<file path="config.mk">
export PLATFORM = sky130hd
export DESIGN_NAME = button_debounce
export DESIGN_NICKNAME = d
export VERILOG_FILES = /design/src/rtl/button_debounce.sv
export SDC_FILE = /design/constraint.sdc
export NUM_CORES = 1
export LEC_CHECK = 0
export ABC_AREA = 1
export BUFFER_PORTS_ARGS = -buffer_cell sky130_fd_sc_hd__clkbuf_2
export CAP_MARGIN = 20
export CORE_MARGIN = 1.5
export CORE_UTILIZATION = 58
export DETAILED_ROUTE_END_ITERATION = 12
export HOLD_SLACK_MARGIN = 0.05
export PLACE_DENSITY = 0.86
export SYNTH_ARGS = -nofsm -noshare
export SYNTH_HDL_FRONTEND = slang
export SYNTH_SLANG_ARGS = --single-unit
export TNS_END_PERCENT = 100
</file>
<file path="constraint.sdc">
create_clock -name clock -period 1.75 [get_ports clock]
set_input_delay 0.35 -clock clock [delete_from_list [all_inputs] [get_ports clock]]
set_output_delay 0.35 -clock clock [all_outputs]
set_load 0.02 [all_outputs]
</file>
<file path="src/rtl/button_debounce.sv">
// Push-button conditioner: two-flop synchroniser, cascaded 8-bit prescaler timebase and a
// four-state debounce FSM producing a clean level, press/release pulses and a press counter.
module button_debounce #(
    parameter int unsigned PRESCALE_STAGES = 2,
    parameter int unsigned STABLE_TICKS    = 4,
    parameter bit          ACTIVE_LOW      = 1'b1,
    parameter int unsigned COUNT_WIDTH     = 8
) (
    input  logic                   clock,
    input  logic                   reset_n,
    input  logic                   button_in,
    output logic                   level,
    output logic                   pressed,
    output logic                   released,
    output logic [COUNT_WIDTH-1:0] press_count,
    output logic                   tick
);

    localparam int unsigned CntWidth = $clog2(STABLE_TICKS + 1);
    localparam logic [CntWidth-1:0] CntLast = CntWidth'(STABLE_TICKS - 1);
    localparam logic IdlePin = ACTIVE_LOW;

    typedef enum logic [1:0] {StIdle, StPressPend, StHeld, StReleasePend} state_t;

    logic                              sync_meta;
    logic                              sync_out;
    logic                              raw;
    logic [PRESCALE_STAGES-1:0][7:0]   stage_q;
    logic [PRESCALE_STAGES-1:0]        stage_en;
    state_t                            state;
    logic [CntWidth-1:0]               cnt;

    // Two-flop synchroniser, reset to the released pin value so reset release is quiet.
    always_ff @(posedge clock or negedge reset_n) begin
        if (!reset_n) begin
            sync_meta <= IdlePin;
            sync_out  <= IdlePin;
        end else begin
            sync_meta <= button_in;
            sync_out  <= sync_meta;
        end
    end

    // 1 = pressed, independent of pin polarity.
    assign raw = sync_out ^ ACTIVE_LOW;

    // Stage k advances only when every lower stage is saturated (shallow carry per stage).
    for (genvar k = 0; k < PRESCALE_STAGES; k++) begin : g_stage_en
        if (k == 0) begin : g_first
            assign stage_en[k] = 1'b1;
        end else begin : g_upper
            assign stage_en[k] = &stage_q[k-1:0];
        end
    end

    // Prescaler stages plus registered tick one cycle after all stages read 8'hFF.
    always_ff @(posedge clock or negedge reset_n) begin
        if (!reset_n) begin
            stage_q <= '0;
            tick    <= 1'b0;
        end else begin
            for (int k = 0; k < PRESCALE_STAGES; k++) begin
                if (stage_en[k]) begin
                    stage_q[k] <= stage_q[k] + 8'd1;
                end
            end
            tick <= &stage_q;
        end
    end

    // Debounce FSM; an abort (raw back to the stable value) wins over a commit on a tick.
    always_ff @(posedge clock or negedge reset_n) begin
        if (!reset_n) begin
            state       <= StIdle;
            cnt         <= '0;
            level       <= 1'b0;
            pressed     <= 1'b0;
            released    <= 1'b0;
            press_count <= '0;
        end else begin
            pressed  <= 1'b0;
            released <= 1'b0;
            case (state)
                StIdle: begin
                    if (raw) begin
                        state <= StPressPend;
                        cnt   <= '0;
                    end
                end
                StPressPend: begin
                    if (!raw) begin
                        state <= StIdle;
                        cnt   <= '0;
                    end else if (tick) begin
                        if (cnt == CntLast) begin
                            state       <= StHeld;
                            cnt         <= '0;
                            level       <= 1'b1;
                            pressed     <= 1'b1;
                            press_count <= press_count + COUNT_WIDTH'(1);
                        end else begin
                            cnt <= cnt + CntWidth'(1);
                        end
                    end
                end
                StHeld: begin
                    if (!raw) begin
                        state <= StReleasePend;
                        cnt   <= '0;
                    end
                end
                StReleasePend: begin
                    if (raw) begin
                        state <= StHeld;
                        cnt   <= '0;
                    end else if (tick) begin
                        if (cnt == CntLast) begin
                            state    <= StIdle;
                            cnt      <= '0;
                            level    <= 1'b0;
                            released <= 1'b1;
                        end else begin
                            cnt <= cnt + CntWidth'(1);
                        end
                    end
                end
                default: begin
                    state <= StIdle;
                    cnt   <= '0;
                end
            endcase
        end
    end

endmodule

</file>
==> results.yml, run 1 <==
outcome:
  status: "finished, final reports clean"
synthesis:
  avgSynthCellArea_um2: 8.58
  ys_seq_area_frac: 0.530
  syn_area_mm2: 0.00166
  synth_seq_cells: 35
  syn_nets: 200
  yosys_warnings: 0
  synth_cell_types: 22
  netlist_instances: 193
cells_and_area:
  fin_nets: 221
  utilization: 0.669
  antenna_cells: 0
  layout_commonest_cell: "nand2_1"
  syn2layout_area_growth_pct: 10.4
  drive_gt1_frac: 0.140
  final_cell_mix: "66 x nand2_1, 33 x dfrtp_1, 27 x inv_1"
sta:
  fmaxAchievable_mhz: 640
  rsz0062_at_grt: "no"
  setup_tns_ns: 0
  finalCriticalPeriod_ns: 1.56
  drv_slew: 0
  skew_ns: 0.00706
  holdWs_ns: 0.0850
  hold_viol_final: 0
  max-slew-margin-rel: 0.690
  worst_slew_pin_slew_ns: 0.464
  setup_violations: 0
  finalCritPeriodShare: 0.893
global_routing:
  grt_overflow: 0
  grt_pass1_wl_um: 4550
  antenna_found_initial: 0
  grt_pass1_vias: 1162
  grt_use_total: 0.184
  grt_max_degree: 36
die:
  start_util: 0.606
  coreArea_mm2: 0.00273
  die_y_um: 56.4
  rows: 19
  dieArea_mm2: 0.00319
  die_w_um: 56.4
  io_pins: 15
job:
  cap_violations: 0
min_path:
  hp-start: "button_in"
  hold_path.class: "input port to flop"
worst_setup_path:
  end_kind: "flop"
  required_ns: 1.98
  startpoint: "stage_q[0]$_DFF_PN0_"
  worstSetupPathType: "flop to flop"
  cp_max_fo: 11
  r2r_start: "stage_q[0]$_DFF_PN0_"
  cp-start-kind: "flop"
  cp.arrival_ns: 1.80
clock_network:
  cts_buffers: 5
  cts_tree: "yes"
  cts_hold_buf: 1
  clk_pin_slew_ns: 0.10
  cts.sinks: 35
  htreeDepth: 2
  cts_root_buf: "clkbuf_4"
  insertion_delay_ns: 0.34
  cts_setup_buffers: 0
  ctsLongestPathBuffers: 2
  cts_resized: 0
power_and_ir_drop:
  intPower_w: 0.00106
  p_sw_w: 0.000288
  irDropWorstVdd_v: 0.000725
  total_power_w: 0.00135
  switching_share: 0.214
  pwr-share-seq: 0.607
  p_leak_nw: 0.981
  power_frac_comb: 0.021
  clockPowerShare: 0.373
  p_per_area_mw_per_mm2: 735
drt:
  drtPass1Iterations: 4
  viasPerCell: 4.96
  num_vias: 1221
  drtAntennaViolNets: 0
  wl_per_cell_um: 10.7
  drc_errors: 0
  routed_wl_um: 2640
  drt_iter0_drc: 48
place:
  gp_congestion: 0.828
  io_buffers: 14
  dpl.hpwl_um: 1860
==> worst max-delay path, cell delays in order (launching register included) <==
cell	delay, ns
dfrtp_1	0.38
ha_1	0.22
nand2_1	0.06
nor2_1	0.14
nand2_1	0.23
nor2_1	0.21
nand2_1	0.07
and2_1	0.15
==> flip-flops by register name (all words and copies together), names as in the netlist, named ones only <==
register / cells
tick: 1
released: 1
cnt: 3
press_count: 8
pressed: 1
state: 1
stage_q: 16
sync_out: 1
level: 1
sync_meta: 1
==> Yosys cell counts (all sizes together) <==
library cell / n / area, um^2
nand4: 3 / 18.8
mux2i: 1 / 10.0
nand2: 68 / 260
dfrtp: 33 / 826
buf: 2 / 22.5
a21oi: 1 / 5.00
nor2: 13 / 51.3
xnor2: 3 / 26.3
nor3: 1 / 10.0
inv: 28 / 105
xor2: 10 / 87.6
and2: 1 / 6.26
ha: 4 / 50.1
o21ai: 8 / 40.0
dfstp: 2 / 52.6
nand3: 13 / 70.1
nand3b: 2 / 15.0
==> power groups by stage <==
stage                     Clock, W  Combinational, W  Sequential [W]
after CTS                 0.000515         0.0000294        0.000816
final                     0.000501         0.0000277        0.000816
after floorplan                  0        0.00000628        0.000832
after global routing      0.000537         0.0000331        0.000817
after global placement           0         0.0000269        0.000832
after detailed placement         0         0.0000276        0.000832
==> layout make-up <==
type	count	area (um^2)
fill	221	905
sequential	35	878
multi-input combinational	128	651
inverter	28	105
timing repair buffer	16	87.6
clock buffer	8	68.8
tap	31	38.8
==> final timing paths <==
kind                                      endpoint  slack [ns]  cells past startpoint
min in group asynchronous  stage_q[14]$_DFFE_PN0P_        0.56                      3
setup reg to reg           stage_q[12]$_DFFE_PN0P_        0.19                      7
hold / removal                 sync_meta$_DFF_PN1_        0.09                      1
setup / recovery           stage_q[12]$_DFFE_PN0P_        0.19                      7
max in group asynchronous       sync_out$_DFF_PN1_        0.85                      3
hold reg to reg                 sync_out$_DFF_PN1_        0.36                      0
==> metrics by stage <==
stage	worst slack, ns	area (um^2)	instances
floorplan	0.514	1660	193
global placement	0.300	1750	237
detailed placement	0.219	1750	237
CTS	0.184	1830	246
global route	0.0106	1830	246
finish	0.187	1830	246
==> layer usage <==
metal	vias up	share of wire	track usage
li1	633	-	-
met1	566	0.45	0.213
met2	17	0.50	0.314
met3	5	0.029	0.0438
met4	0	0.019	0.0986
met5	-	0	0
==> cell families (layout without fill, tap and decap cells) <==
logic type      after synthesis  count (layout)  share of synthesized area
simple gates                101             101                      0.261
mux                           1               1                    0.00604
xor+xnor                     13              13                     0.0687
compound gates                9               9                     0.0272
flops                        35              35                      0.530
buf+inv                      30              52                     0.0770
fa+ha+maj                     4               4                     0.0302
Power figures use the tool's default switching activity.
==> run 2, diff against run 1 <==
GPL_TIMING_DRIVEN = 0   (was unset)
MAX_ROUTING_LAYER = met4   (was unset)
==> results.yml, run 2 (synthesized netlist as in run 1, its figures left out) <==
sta:
  finalCriticalPeriod_ns: 1.41
  fmaxAchievable_mhz: 710
  skew_ns: 0.0112
  drv_slew: 0
  hold_viol_final: 0
  worst_slew_pin_slew_ns: 0.830
  max-slew-margin-rel: 0.447
  setup_tns_ns: 0
  finalCritPeriodShare: 0.804
  rsz0062_at_grt: "no"
  setup_violations: 0
clock_network:
  cts_root_buf: "clkbuf_4"
  cts_tree: "yes"
  ctsLongestPathBuffers: 2
  cts.sinks: 35
  cts_setup_buffers: 0
  htreeDepth: 2
  clk_pin_slew_ns: 0.10
  cts_buffers: 5
  cts_hold_buf: 0
  cts_resized: 0
  insertion_delay_ns: 0.33
worst_setup_path:
  r2r_setup_slack_ns: 0.34
  cp_max_fo: 10
  end_kind: "flop"
  r2r_start: "stage_q[0]$_DFF_PN0_"
  worstSetupPathType: "flop to flop"
  r2r_cells: 7
  worstReg2RegEnd: "stage_q[13]$_DFFE_PN0P_"
  cp-start-kind: "flop"
  cp.arrival_ns: 1.62
  required_ns: 1.97
drt:
  drtPass1Iterations: 4
  drtAntennaViolNets: 0
  drt_iter0_drc: 55
  viasPerCell: 4.94
  routed_wl_um: 2470
  drc_errors: 0
  wl_per_cell_um: 10.0
  num_vias: 1215
cells_and_area:
  utilization: 0.668
  final_area_mm2: 0.00183
  fin_nets: 221
  drive_gt1_frac: 0.144
  largest_reg_flops: 16
  antenna_cells: 0
  largestRegisters: "stage_q (16), press_count (8), cnt (3)"
  syn2layout_area_growth_pct: 10.2
  layout_commonest_cell: "nand2_1"
  final_cell_mix: "66 x nand2_1, 33 x dfrtp_1, 27 x inv_1"
  largest-register: "stage_q"
  num-fill-cells: 220
die:
  die_y_um: 56.4
  io_pins: 15
  die_w_um: 56.4
  coreArea_mm2: 0.00273
  rows: 19
  dieArea_mm2: 0.00319
  start_util: 0.606
min_path:
  hp-start: "button_in"
  hold_path.class: "input port to flop"
  holdPathStages: 1
  worstHoldEndpoint: "sync_meta$_DFF_PN1_"
place:
  io_buffers: 14
  dpl.hpwl_um: 1730
  gp_congestion: 0.786
  post_dp_cell_area_mm2: 0.00177
power_and_ir_drop:
  irDropWorstVdd_v: 0.000515
  p_per_area_mw_per_mm2: 708
  p_leak_nw: 0.981
global_routing:
  grt_pass1_wl_um: 4460
  grt_overflow: 0
  grt_use_total: 0.186
  grt_max_degree: 36
  grt_pass1_vias: 1069
  antenna_found_initial: 0
job:
  cap_violations: 0
outcome:
  status: "finished, final reports clean"
-- run 2: cell count changes in the layout (fill, tap and decap cells not counted) --
| cell | change |
|---|---|
| buf_4 | -1 |
| buf_6 | +2 |
| clkinv_2 | +1 |
| dlygate4sd3_1 | -1 |
| clkbuf_8 | -1 |
-- run 2: critical path, stage by stage, from the launching register on --
cell     delay (ns)
dfrtp_1        0.39
ha_1           0.22
nand2_1        0.06
nor2_1         0.13
nand2_1        0.10
buf_6          0.15
o21ai_0        0.18
nand2_1        0.07
-- run 2: worst max-delay path by stage --
stage | from | endpoint | slack [ns] | depth (start not counted)
2_1_floorplan | tick$_DFF_PN0_ | press_count[2]$_DFFE_PN0P_ | 0.51 | 5
3_3_place_gp | stage_q[0]$_DFF_PN0_ | stage_q[13]$_DFFE_PN0P_ | 0.41 | 7
3_5_place_dp | stage_q[0]$_DFF_PN0_ | stage_q[13]$_DFFE_PN0P_ | 0.35 | 7
4_1_cts | stage_q[0]$_DFF_PN0_ | stage_q[13]$_DFFE_PN0P_ | 0.34 | 7
5_1_grt | stage_q[0]$_DFF_PN0_ | stage_q[13]$_DFFE_PN0P_ | 0.22 | 7
6_report | stage_q[0]$_DFF_PN0_ | stage_q[13]$_DFFE_PN0P_ | 0.34 | 7
-- run 2: area by class of cell --
class	count	area, um^2	area share
Multi-Input combinational cell	128	651	0.356
Sequential cell	35	878	0.481
Inverter	28	105	0.0576
Clock buffer	7	55.1	0.0302
Clock inverter	1	5.00	0.00274
Timing Repair Buffer	14	70.1	0.0384
Buffer	2	22.5	0.0123
Tap cell	31	38.8	0.0212
-- run 2: power by group --
part / total, W / switching, W / internal [W]
combinational: 0.0000237 / 0.0000199 / 0.00000378
clock: 0.000453 / 0.000258 / 0.000195
sequential: 0.000816 / 0.00000243 / 0.000814
-- run 2: metrics by stage --
stage | power, W | setup WS, ns | hold WS [ns] | std cells
2_1_floorplan | 0.000838 | 0.514 | 0.0544 | 193
3_3_place_gp | 0.000856 | 0.407 | 0.346 | 238
3_5_place_dp | 0.000857 | 0.349 | 0.347 | 238
4_1_cts | 0.00131 | 0.337 | 0.0810 | 246
5_1_grt | 0.00134 | 0.216 | 0.0736 | 246
6_report | 0.00129 | 0.342 | 0.0943 | 246
-- run 2: layer usage --
layer  part of all wire  vias up  GRT usage
met5                  0        -          -
met4              0.021        0      0.105
met3              0.034        5     0.0438
met2               0.45       22      0.267
met1               0.50      554      0.242
li1                   -      634          -
==> run 3, diff against run 2 <==
clock period = 1.4 ns   (was 1.75 ns; I/O delays follow)
==> results.yml, run 3 (synthesized netlist as in run 1, its figures left out) <==
min_path:
  hp-start: "sync_meta$_DFF_PN1_"
  worstHoldEndpoint: "sync_out$_DFF_PN1_"
  hold_path.class: "flop to flop"
  holdPathStages: 0
sta:
  max-slew-margin-rel: 0.445
  finalCriticalPeriod_ns: 1.31
  skew_ns: 0.0138
  setup_ws_ns: 0.0943
  fmaxAchievable_mhz: 766
  hold_viol_final: 0
  worst_slew_pin_slew_ns: 0.832
  setup_violations: 0
  finalCritPeriodShare: 0.933
  setup_tns_ns: 0
  drv_slew: 0
worst_setup_path:
  cp.arrival_ns: 1.53
  end_kind: "flop"
  worstSetupPathType: "flop to flop"
  r2r_cells: 7
  r2r_start: "stage_q[1]$_DFF_PN0_"
  required_ns: 1.62
  worstReg2RegEnd: "stage_q[13]$_DFFE_PN0P_"
  cp-start-kind: "flop"
  r2r_setup_slack_ns: 0.09
  cp_max_fo: 10
global_routing:
  grt_overflow: 0
  antenna_found_initial: 0
  grt_max_degree: 36
  grt_pass1_vias: 1081
  grt_pass1_wl_um: 4510
  grt_use_total: 0.188
power_and_ir_drop:
  power_frac_comb: 0.022
  p_sw_w: 0.000347
  irDropWorstVdd_v: 0.000658
  p_per_area_mw_per_mm2: 858
  switching_share: 0.215
  pwr-share-seq: 0.631
  clockPowerShare: 0.347
  intPower_w: 0.00127
  p_leak_nw: 1.00
drt:
  drtAntennaViolNets: 0
  wl_per_cell_um: 10.1
  dr.max_layer_used: "met4"
  routed_wl_um: 2540
  drtPass1Iterations: 5
  drc_errors: 0
  num_vias: 1230
  drt_iter0_drc: 57
  viasPerCell: 4.90
  met3_length_um: 82
  wl_met1_um: 1250
  route.met2.wl_um: 1160
die:
  start_util: 0.606
  coreArea_mm2: 0.00273
  die_y_um: 56.4
  die_w_um: 56.4
  rows: 19
  dieArea_mm2: 0.00319
  io_pins: 15
cells_and_area:
  antenna_cells: 0
  layout_commonest_cell: "nand2_1"
  largest_reg_flops: 16
  syn2layout_area_growth_pct: 13.7
  final_cell_mix: "66 x nand2_1, 33 x dfrtp_1, 26 x inv_1"
  drive_gt1_frac: 0.173
  fin_nets: 226
  largestRegisters: "stage_q (16), press_count (8), cnt (3)"
  largest-register: "stage_q"
place:
  gp_congestion: 0.786
  dp_slack_ns: -0.000510
  dpl.hpwl_um: 1730
  io_buffers: 14
clock_network:
  insertion_delay_ns: 0.34
  clk_pin_slew_ns: 0.10
  htreeDepth: 2
  cts.sinks: 35
  ctsLongestPathBuffers: 2
  cts_buffers: 5
  cts_tree: "yes"
  cts_root_buf: "clkbuf_4"
outcome:
  status: "finished, final reports clean"
job:
  cap_violations: 0
==> run 3: changes by cell type in the layout (fill, tap and decap cells not counted) <==
| cell | change |
|---|---|
| o21ai_1 | +1 |
| inv_1 | -1 |
| ha_2 | +2 |
| buf_4 | +3 |
| inv_4 | +1 |
| nor2_4 | +1 |
| ha_1 | -2 |
| o21ai_0 | -1 |
| dlygate4sd3_1 | +2 |
| nor2_1 | -1 |
==> run 3: worst max-delay path, cell delays in order, from the launching register on <==
cell     delay (ns)
dfrtp_1        0.37
ha_2           0.21
nand2_1        0.06
nor2_2         0.12
nand2_1        0.09
buf_6          0.15
o21ai_1        0.14
nand2_1        0.06
==> run 3: cell type report <==
type,count,area [um^2]
multi-input cells,128,663
repair buffers,19,113
inverters,28,108
fillers,209,851
clock buffers,7,55.1
flip-flops and latches,35,878
well taps,31,38.8
clock inverters,1,5.00
plain buffers,2,22.5
==> run 3: timing repair <==
| action | in CTS | in global routing |
|---|---|---|
| gates resized for setup | 1 | 6 |
| setup endpoints to repair | 1 | 8 |
| hold buffers | 2 | 0 |
| endpoints found under the hold margin | 11 | 0 |
| buffers inserted | 1 | 2 |
| pin swaps | 0 | 3 |
==> run 3: worst max-delay path by stage <==
stage                              start                    endpoint  slack, ns
CTS                 stage_q[0]$_DFF_PN0_     stage_q[13]$_DFFE_PN0P_       0.03
detailed placement  stage_q[0]$_DFF_PN0_     stage_q[13]$_DFFE_PN0P_    -0.0005
global route        stage_q[0]$_DFF_PN0_     stage_q[13]$_DFFE_PN0P_     -0.005
global placement    stage_q[0]$_DFF_PN0_     stage_q[13]$_DFFE_PN0P_       0.06
floorplan                 tick$_DFF_PN0_  press_count[2]$_DFFE_PN0P_       0.16
finish              stage_q[1]$_DFF_PN0_     stage_q[13]$_DFFE_PN0P_       0.09
==> run 3: layer usage <==
layer	vias to the layer above	global-route usage
met4	0	0.105
li1	645	-
met5	-	-
met3	5	0.0438
met2	24	0.269
met1	556	0.246
==> run 3: power by group through the flow <==
stage	clock network (W)	registers, W	logic [W]
finish	0.000561	0.00102	0.0000348
global route	0.000615	0.00102	0.0000425
CTS	0.000587	0.00102	0.0000357
detailed placement	0	0.00104	0.0000314
global placement	0	0.00104	0.0000309
floorplan	0	0.00104	0.00000784
==> run 3: per-stage QoR <==
stage	instance area, um^2	util	total power (W)	instances	hold WS, ns
6_report	1880	0.689	0.00162	251	0.358
5_1_grt	1880	0.689	0.00168	251	0.373
4_1_cts	1860	0.679	0.00164	249	0.362
3_5_place_dp	1770	0.646	0.00107	238	0.347
3_3_place_gp	1770	0.646	0.00107	238	0.346
2_1_floorplan	1660	-	0.00105	193	-0.0156
